[src/rtl/interrupt_controller_pkg.sv]
// interrupt_controller_pkg: shared state encoding and default constants for the interrupt controller
package interrupt_controller_pkg;

    localparam int          ADDR_W_DEF      = 12;
    localparam logic [11:0] VECTOR_ADDR_DEF = 12'h002;

    typedef enum logic [2:0] {
        S_IDLE   = 3'd0,
        S_FLUSH  = 3'd1,
        S_VECTOR = 3'd2,
        S_ISR    = 3'd3,
        S_RETURN = 3'd4
    } state_t;

endpackage

[src/rtl/interrupt_controller_if.sv]
// interrupt_controller_if: decode-side strobes in, fetch-side redirect/flush controls out
interface interrupt_controller_if
    import interrupt_controller_pkg::*;
#(
    parameter int ADDR_W = ADDR_W_DEF
);
    logic              instr_valid_d;
    logic              ien_d;
    logic              iof_d;
    logic              rti_d;
    logic              branch_d;
    logic [ADDR_W-1:0] pc_d;
    logic              pipe_stall;
    logic              ie;
    logic              in_isr;
    logic              irq_ack;
    logic              flush;
    logic              pc_load;
    logic [ADDR_W-1:0] pc_load_val;

    modport master (
        output instr_valid_d, ien_d, iof_d, rti_d, branch_d, pc_d, pipe_stall,
        input  ie, in_isr, irq_ack, flush, pc_load, pc_load_val
    );

    modport slave (
        input  instr_valid_d, ien_d, iof_d, rti_d, branch_d, pc_d, pipe_stall,
        output ie, in_isr, irq_ack, flush, pc_load, pc_load_val
    );
endinterface

[src/rtl/interrupt_controller_irq_sync.sv]
// irq_sync: brings the asynchronous irq into the clk domain and flags its rising edge
module irq_sync #(
    parameter int SYNC_STAGES = 2
) (
    input  logic clk,
    input  logic rst_n,
    input  logic irq,
    output logic irq_rise
);
    logic [SYNC_STAGES-1:0] sync_q, sync_d;
    logic                   prev_q, prev_d;

    // shift irq through the synchroniser and remember the previous synchronised level
    always_comb begin
        sync_d = {sync_q[SYNC_STAGES-2:0], irq};
        prev_d = sync_q[SYNC_STAGES-1];
    end

    // synchroniser and edge-detector flops
    always_ff @(posedge clk or negedge rst_n) begin
        if (!rst_n) begin
            sync_q <= '0;
            prev_q <= 1'b0;
        end else begin
            sync_q <= sync_d;
            prev_q <= prev_d;
        end
    end

    assign irq_rise = sync_q[SYNC_STAGES-1] & ~prev_q;
endmodule

[src/rtl/interrupt_controller.sv]
// interrupt_controller: sequences interrupt entry (squash + vector) and RTI return for the pipeline
module interrupt_controller
    import interrupt_controller_pkg::*;
#(
    parameter int                ADDR_W       = ADDR_W_DEF,
    parameter logic [ADDR_W-1:0] VECTOR_ADDR  = ADDR_W'(VECTOR_ADDR_DEF),
    parameter int                FLUSH_CYCLES = 2,
    parameter int                SYNC_STAGES  = 2
) (
    input logic                   clk,
    input logic                   rst_n,
    input logic                   irq,
    interrupt_controller_if.slave bus
);
    state_t            state_q, state_d;
    logic [2:0]        cnt_q, cnt_d;
    logic [ADDR_W-1:0] epc_q, epc_d;
    logic              ie_q, ie_d;
    logic              irq_pend_q, irq_pend_d;
    logic              irq_ack_q, irq_ack_d;
    logic              flush_q, flush_d;
    logic              pc_load_q, pc_load_d;
    logic [ADDR_W-1:0] pc_load_val_q, pc_load_val_d;
    logic              in_isr_q, in_isr_d;
    logic              irq_rise;
    logic              dec_ok;
    logic              take;

    irq_sync #(.SYNC_STAGES(SYNC_STAGES)) u_sync (
        .clk      (clk),
        .rst_n    (rst_n),
        .irq      (irq),
        .irq_rise (irq_rise)
    );

    assign dec_ok = bus.instr_valid_d & ~bus.pipe_stall;
    // only a plain, non-control-flow instruction may be squashed and replayed after return
    assign take   = (state_q == S_IDLE) & irq_pend_q & ie_q & dec_ok &
                    ~bus.branch_d & ~bus.ien_d & ~bus.iof_d & ~bus.rti_d;

    // next-state logic; outputs are derived from the next state so they come out registered
    always_comb begin
        state_d    = state_q;
        cnt_d      = cnt_q;
        epc_d      = epc_q;
        ie_d       = ie_q;
        irq_pend_d = irq_rise | (irq_pend_q & ~take);
        case (state_q)
            S_IDLE: begin
                if (take) begin
                    epc_d   = bus.pc_d;
                    ie_d    = 1'b0;
                    cnt_d   = 3'(FLUSH_CYCLES - 1);
                    state_d = S_FLUSH;
                end else if (dec_ok & bus.iof_d) begin
                    ie_d = 1'b0;
                end else if (dec_ok & bus.ien_d) begin
                    ie_d = 1'b1;
                end
            end
            S_FLUSH: begin
                if (cnt_q == 3'd0) state_d = S_VECTOR;
                else cnt_d = cnt_q - 3'd1;
            end
            S_VECTOR: state_d = S_ISR;
            S_ISR:    state_d = (dec_ok & bus.rti_d) ? S_RETURN : S_ISR;
            S_RETURN: begin
                ie_d    = 1'b1;
                state_d = S_IDLE;
            end
            default:  state_d = S_IDLE;
        endcase
        irq_ack_d     = take;
        flush_d       = state_d inside {S_FLUSH, S_VECTOR, S_RETURN};
        pc_load_d     = state_d inside {S_VECTOR, S_RETURN};
        pc_load_val_d = (state_d == S_VECTOR) ? VECTOR_ADDR :
                        (state_d == S_RETURN) ? epc_q : pc_load_val_q;
        in_isr_d      = state_d inside {S_ISR, S_RETURN};
    end

    // state and registered outputs
    always_ff @(posedge clk or negedge rst_n) begin
        if (!rst_n) begin
            state_q       <= S_IDLE;
            cnt_q         <= '0;
            epc_q         <= '0;
            ie_q          <= 1'b0;
            irq_pend_q    <= 1'b0;
            irq_ack_q     <= 1'b0;
            flush_q       <= 1'b0;
            pc_load_q     <= 1'b0;
            pc_load_val_q <= '0;
            in_isr_q      <= 1'b0;
        end else begin
            state_q       <= state_d;
            cnt_q         <= cnt_d;
            epc_q         <= epc_d;
            ie_q          <= ie_d;
            irq_pend_q    <= irq_pend_d;
            irq_ack_q     <= irq_ack_d;
            flush_q       <= flush_d;
            pc_load_q     <= pc_load_d;
            pc_load_val_q <= pc_load_val_d;
            in_isr_q      <= in_isr_d;
        end
    end

    assign bus.ie          = ie_q;
    assign bus.in_isr      = in_isr_q;
    assign bus.irq_ack     = irq_ack_q;
    assign bus.flush       = flush_q;
    assign bus.pc_load     = pc_load_q;
    assign bus.pc_load_val = pc_load_val_q;
endmodule

[src/flat_wrapper.sv]
// flat-port wrapper written by rule: the top's interface ports become plain ports
module interrupt_controller_flat import interrupt_controller_pkg::*;
#(
    parameter int                ADDR_W       = ADDR_W_DEF,
    parameter logic [ADDR_W-1:0] VECTOR_ADDR  = ADDR_W'(VECTOR_ADDR_DEF),
    parameter int                FLUSH_CYCLES = 2,
    parameter int                SYNC_STAGES  = 2
)
  (clk, rst_n, irq, bus_instr_valid_d, bus_ien_d, bus_iof_d, bus_rti_d, bus_branch_d, bus_pc_d, bus_pipe_stall, bus_ie, bus_in_isr, bus_irq_ack, bus_flush, bus_pc_load, bus_pc_load_val);
  interrupt_controller_if #(.ADDR_W(ADDR_W)) bus_i ();
  input logic clk;
  input logic rst_n;
  input logic irq;
  input wire logic [$bits(bus_i.instr_valid_d)-1:0] bus_instr_valid_d;
  input wire logic [$bits(bus_i.ien_d)-1:0] bus_ien_d;
  input wire logic [$bits(bus_i.iof_d)-1:0] bus_iof_d;
  input wire logic [$bits(bus_i.rti_d)-1:0] bus_rti_d;
  input wire logic [$bits(bus_i.branch_d)-1:0] bus_branch_d;
  input wire logic [$bits(bus_i.pc_d)-1:0] bus_pc_d;
  input wire logic [$bits(bus_i.pipe_stall)-1:0] bus_pipe_stall;
  output wire logic [$bits(bus_i.ie)-1:0] bus_ie;
  output wire logic [$bits(bus_i.in_isr)-1:0] bus_in_isr;
  output wire logic [$bits(bus_i.irq_ack)-1:0] bus_irq_ack;
  output wire logic [$bits(bus_i.flush)-1:0] bus_flush;
  output wire logic [$bits(bus_i.pc_load)-1:0] bus_pc_load;
  output wire logic [$bits(bus_i.pc_load_val)-1:0] bus_pc_load_val;
  assign bus_i.instr_valid_d = bus_instr_valid_d;
  assign bus_i.ien_d = bus_ien_d;
  assign bus_i.iof_d = bus_iof_d;
  assign bus_i.rti_d = bus_rti_d;
  assign bus_i.branch_d = bus_branch_d;
  assign bus_i.pc_d = bus_pc_d;
  assign bus_i.pipe_stall = bus_pipe_stall;
  assign bus_ie = bus_i.ie;
  assign bus_in_isr = bus_i.in_isr;
  assign bus_irq_ack = bus_i.irq_ack;
  assign bus_flush = bus_i.flush;
  assign bus_pc_load = bus_i.pc_load;
  assign bus_pc_load_val = bus_i.pc_load_val;
  interrupt_controller #(.ADDR_W(ADDR_W), .VECTOR_ADDR(VECTOR_ADDR), .FLUSH_CYCLES(FLUSH_CYCLES), .SYNC_STAGES(SYNC_STAGES)) u_core (.clk(clk), .rst_n(rst_n), .irq(irq), .bus(bus_i));
endmodule
[config.mk]
export PLATFORM = sky130hd
export DESIGN_NAME = interrupt_controller_flat
export DESIGN_NICKNAME = d
export VERILOG_FILES = /design/src/rtl/interrupt_controller_pkg.sv /design/src/rtl/interrupt_controller_if.sv /design/src/rtl/interrupt_controller_irq_sync.sv /design/src/rtl/interrupt_controller.sv /design/src/flat_wrapper.sv
export SDC_FILE = /design/constraint.sdc
export NUM_CORES = 1
export LEC_CHECK = 0
export ABC_AREA = 0
export BUFFER_PORTS_ARGS = -buffer_cell sky130_fd_sc_hd__buf_2
export CAP_MARGIN = 25
export CELL_PAD_IN_SITES_DETAIL_PLACEMENT = 1
export CELL_PAD_IN_SITES_GLOBAL_PLACEMENT = 1
export CORE_ASPECT_RATIO = 1.5
export CORE_MARGIN = 1.5
export CORE_UTILIZATION = 41
export DETAILED_ROUTE_END_ITERATION = 6
export PLACE_DENSITY = 0.85
export SYNTH_ARGS = -nofsm -noshare
export SYNTH_HDL_FRONTEND = slang
export SYNTH_SLANG_ARGS = --single-unit
[constraint.sdc]
create_clock -name clk -period 2.2 [get_ports clk]
set_clock_uncertainty 0.05 [all_clocks]
set_input_delay 0.22 -clock clk [delete_from_list [all_inputs] [get_ports clk]]
set_output_delay 0.22 -clock clk [all_outputs]
set_load 0.05 [all_outputs]
After elaboration in Yosys (flattened, before gate mapping)
Cells that the tools add are included.
{ "totals": {"register_bits": 39, "word_cells": 68} }
{ "op_classes": {"add_sub_neg": 1, "n_eq_ne": 11, "n_mux": 13, "bitwise_logic": 21, "n_reduce_logical": 10} }
{ "op_table": {"columns": ["op", "n"], "rows": [
  ["$mux W12", 2],
  ["$mux W3", 5],
  ["$and A1 B1 Y1", 13],
  ["$eq A3 B2 Y1 const B", 4],
  ["$pmux W3 S4", 1],
  ["$reduce_bool A2 Y1", 4],
  ["$not A1 Y1", 7],
  ["$eq A3 B1 Y1 const B", 2],
  ["$eq A3 B3 Y1 const B", 2],
  ["$logic_not A3 Y1", 2],
  ["$pmux W3 S2", 1],
  ["$ne A4 B3 Y1 const B", 1],
  ["$reduce_and A2 Y1", 2],
  ["$mux W1", 3],
  ["$reduce_and A3 Y1", 1],
  ["$reduce_bool A3 Y1", 1],
  ["$sub A3 B1 Y3 const B", 1],
  ["$ne A2 B1 Y1 const B", 1],
  ["$ne A2 B2 Y1 const B", 1],
  ["$pmux W1 S2", 1],
  ["$or A1 B1 Y1", 1]
]} }

Depth between registers and ports, before layout
{ "depth": {"word_depth": 13, "ltp_mapped": 6, "depth_no_buf": 6} }

By module
Synthesis repeated with hierarchy kept, for this count alone.
{ "unflattened": {"cells_unflattened": 109, "area_unflattened_um2": 1561.5} }
{ "modules_own_cells": {"columns": ["module", "instances", "cells_per_inst", "area_each_um2", "seq_area_each_um2"], "rows": [
  ["interrupt_controller", 1, 105, 1472.7, 900.9],
  ["irq_sync", 1, 4, 88.8, 75.1]
]} }

Least setup slack after synthesis
Ideal clock, no wire load.
{ "synth_path": {"kind": "register to register", "from": "reg u_core.ie_q, in the netlist u_core.bus.ie", "to": "reg u_core.epc_q[10]", "setup_ns": 0.125, "arrival_time_ns": 1.461, "t_required_ns": 2.025, "path_slack_ns": 0.564, "stages_incl_launch_ff": 5, "path_buffers": 2, "cell_sequence": "dfrtp_1 and4_1 buf_6 buf_12 mux2_4"} }
{ "synth_between": {"elab_chain_len": 7} }
{ "synth_rtl": {"columns": ["element", "line_no", "rtl"], "rows": [
  ["start, declared", "interrupt_controller.sv:18", "logic ie_q, ie_d;"],
  ["start signal, assigned", "interrupt_controller.sv:98", "ie_q <= ie_d;"],
  ["$and A1 B1 Y1 (3 in a row)", "interrupt_controller.sv:38", "assign take = (state_q == S_IDLE) & irq_pend_q & ie_q & dec_ok &"],
  ["$and A1 B1 Y1 (3 in a row)", "interrupt_controller.sv:39", "~bus.branch_d & ~bus.ien_d & ~bus.iof_d & ~bus.rti_d;"],
  ["net u_core.irq_ack_d", "interrupt_controller.sv:20", "logic irq_ack_q, irq_ack_d;"],
  ["$reduce_and A2 Y1 (no source line)", null, null],
  ["end signal, assigned", "interrupt_controller.sv:97", "epc_q <= epc_d;"],
  ["end, declared", "interrupt_controller.sv:17", "logic [ADDR_W-1:0] epc_q, epc_d;"]
]} }
The timed path passes the listed nets, and every way through them passes these cells.
A chain may end at the register's enable or synchronous reset.

Final worst setup path
{ "layout_path": {"from": "reg u_core.state_q[0]", "to": "reg u_core.epc_q[4]"} }
{ "layout_between": {"elab_chain_len": 9} }
{ "layout_rtl": {"columns": ["element", "line_no", "rtl"], "rows": [
  ["start, declared", "interrupt_controller.sv:15", "state_t state_q, state_d;"],
  ["start signal, assigned", "interrupt_controller.sv:95", "state_q <= state_d;"],
  ["$logic_not A3 Y1 (*)", "interrupt_controller.sv:38, interrupt_controller.sv:48", null],
  ["$and A1 B1 Y1 (4 in a row)", "interrupt_controller.sv:38", null],
  ["$and A1 B1 Y1 (3 in a row)", "interrupt_controller.sv:39", null],
  ["$reduce_and A2 Y1 (no source line) (*)", null, null]
]} }
Every way passes the cells marked *; elsewhere a longest branch is shown, timed or not.

==> summary.txt <==
GRT
  – Vias in the first global route: between 1000 and 1500
  – Initial antenna violation count: 0
  – First-pass GRT wire length: roughly 5.3 mm
  – GRT Total Usage: between 10% and 20%
  – Grt total ovfl: 0
  – Largest net degree at the start of global routing: 40

Routing
  – Final wirelength: 3.085 mm
  – Pre-antenna DRT Iters: 2
  – DRC viols: 0
  – Drt wl/cell: between 15 and 20 um
  – Routed vias: 1006
  – Drt first-iter violations: 4
  – DR vias/cell: around 5.2
  – Post-DRT Antenna Nets: 0

Layout
  – Share of layout cells above drive strength 1: 41.72%
  – # diodes: 0
  – Final instance area: around 1800 um^2
  – Syn-to-layout area delta: 19.14%
  – Filler instances: roughly 380
  – Final Util: a little over 50%
  – Final nets: about 170

Yosys
  – Synth Net Count: 130
  – Main combinational cell family by area after synthesis: multiplexers
  – Mux contribution to synthesized area: between 10% and 20%
  – Sequential-to-total area share from yosys stat: 63.26%
  – Avg Cell Area, Syn: around 14 um^2
  – Yosys reg bits: 39
  – Post-synthesis adder-cell area fraction: 1.622%
  – XOR/XNOR Fraction of Synth Area: 0%
  – Simple-gate area share of the yosys netlist: 9.976%
  – Synth Cell Area: 1543 um^2
  – Synth Instances: about 110
  – Compound-Gate Fraction of Synth Area: 10.06%
  – Yosys cell types: 29
  – Yosys warning total: 0

Die
  – Die height: between 70 and 80 um
  – Top Ports: 38
  – CORE AREA: about 3600 um^2
  – Die Width: roughly 53 um
  – Starting Density: 42.28%
  – Die Footprint: 4147 um^2
  – Rows: 27

Clock network
  – Clock root buffer: clkbuf_8
  – H-Tree Depth: 2
  – CTS tree: done
  – Worst-path clk slew: 0.07 ns
  – Clock latency on the worst-skew pair: approximately 0.28 ns
  – Clk sink count: 39
  – CTS Buffer Depth: 2
  – TritonCTS buffer count: 5

Timing
  – Pin slew with the least headroom to its limit: around 0.85 ns
  – Slew headroom: ~43%
  – Final Critical Period: 1.834 ns
  – # setup viols final: 0
  – Final Max Slew Viols: 0
  – RSZ-0062 raised after global routing: no
  – Min Hold Slack: -0.008090 ns
  – F_max: about 550 MHz
  – TNS Setup: 0 ns
  – Final period util: between 80% and 90%
  – Endpoints failing hold: 30
  – Final WS setup: 0.3663 ns

Worst setup path
  – Crit Path Category: reg2reg
  – Largest delay share family, worst path: simple AND/OR/NAND/NOR gates
  – Critical path launch point type: register
  – Maximum fanout along the worst path: 19
  – CP max stage cell: dfrtp_1
  – Reg2reg end: u_core.epc_q[4]
  – Critical path required time: 2.32 ns
  – Reg2reg path depth: 4
  – Crit. End Element: register
  – Critical Path Max Stage Delay: 0.43 ns
  – Critical R2R Launch: u_core.state_q[0]
  – Worst path cell trace: nor4_2 -> and4_1 -> buf_4 -> mux2_2
  – Worst EP arrival: between 1.5 and 2 ns
  – Worst R2R Setup Slack: 0.37 ns
  – Worst path bufs/invs: 1

Power and ir drop
  – Pleak: ~0.00097 uW
  – Worst VDD drop: 0.5861 mV
  – Int Pwr: ~1300 uW
  – Power Dens Cells: ~1100 nW/um^2
  – Sequential share of power: between 40% and 50%
  – Switch Pwr: around 730 uW
  – Switching share of power: a little over a third
  – Clock power frac: roughly 22%
  – Combinational Power Share: 30.8%

Run status
  – Status: finished with violations
  – Failing checks: hold timing

Place
  – Dpl hpwl: between 2 and 2.5 mm
  – Routability cong.: between 0.7 and 0.8
  – Port-buffer cells: 37
  – Placed inst area: roughly 1700 um^2
  – Placement Setup Slack: between 0.3 and 0.4 ns

Worst hold path
  – Hold Path Class: in2async

Flow run
  – Maxcap violations: 0
==> power groups by stage <==
stage	Combinational (uW)	Sequential (uW)	Clock [uW]
floorplan	271	1150	0
CTS	635	955	471
global route	689	977	508
global placement	596	958	0
detailed placement	631	968	0
finish	624	954	452
==> per-layer routing <==
layer | global-route usage, % | vias up | wire length [um]
met5 | 0 | - | 0
met4 | 8.462 | 0 | 66
met3 | 4.183 | 5 | 91
met2 | 29.25 | 19 | 1719
met1 | 20.89 | 516 | 1207
li1 | - | 466 | -
==> cell type report <==
cell class / count / area, um^2 / share of cell area, %
clock buffer: 7 / 76.32 / 4.152
clock inverter: 1 / 5.005 / 0.2723
inverter: 6 / 22.52 / 1.225
multi-input combinational: 58 / 494.2 / 26.89
sequential: 39 / 975.9 / 53.10
tap: 43 / 53.80 / 2.927
timing repair buffer: 40 / 210.2 / 11.44
==> flip-flops by register name, summed over array words and instances, names as in the netlist, 2 cells and up <==
signal                  cells
u_core.epc_q               12
u_core.bus.pc_load_val     12
u_core.cnt_q                3
u_core.u_sync.sync_q        2
u_core.state_q              3
==> worst max path at each step <==
stage                            from               end  slack, ns  cells after the start
floorplan               u_core.bus.ie  u_core.epc_q[10]       0.56                      4
global route        u_core.state_q[0]   u_core.epc_q[3]       0.27                      4
global placement    u_core.state_q[0]   u_core.epc_q[4]       0.48                      4
finish              u_core.state_q[0]   u_core.epc_q[4]       0.37                      4
CTS                 u_core.state_q[0]   u_core.epc_q[0]       0.37                      4
detailed placement  u_core.state_q[0]   u_core.epc_q[0]       0.38                      4
==> cell usage after synthesis, drive strengths merged <==
library cell / number / area (um^2)
or3: 2 / 12.51
nor4: 2 / 18.77
inv: 6 / 22.52
mux2i: 1 / 10.01
nor2b: 2 / 15.02
nor2: 2 / 7.510
mux2: 12 / 150.2
a22o: 11 / 96.34
o21bai: 1 / 7.510
a31o: 1 / 8.760
o22a: 1 / 10.01
ha: 2 / 25.02
nor3b: 2 / 31.28
nand2b: 1 / 6.260
o21ai: 1 / 5.000
dfrtp: 39 / 975.9
buf: 4 / 50.05
nand2: 8 / 30.03
nand4b: 1 / 8.760
a21oi: 3 / 15.01
o22ai: 2 / 12.51
and4: 1 / 8.760
nand3b: 2 / 15.01
==> cells in the final DEF (no fill, tap or decap), drive strengths merged, types with 3 or more instances in the layout <==
| cell | netlist | routed |
|---|---|---|
| a21oi | 3 | 3 |
| a22o | 11 | 11 |
| buf | 4 | 39 |
| clkbuf | 0 | 7 |
| dfrtp | 39 | 39 |
| inv | 6 | 6 |
| mux2 | 12 | 12 |
| nand2 | 8 | 8 |
==> logic make-up after synthesis <==
group,count (synthesis)
multiplexers,13
AND/OR/NAND/NOR,23
buffers and inverters,10
AO/OA/AOI/OAI,20
flip-flops,39
adder cells (fa/ha/maj),2
==> what timing repair did <==
action	4_1_cts	5_1_grt
buffers inserted	0	0
hold buffers	1	0
endpoints found under the hold margin	1	0
resized for setup	0	0
==> per-stage QoR <==
step,cells,total power (uW)
floorplan,107,1422
global placement,185,1554
detailed placement,185,1599
CTS,194,2062
global route,194,2173
finish,194,2030
Note: power is estimated with default switching activity, not from simulation.
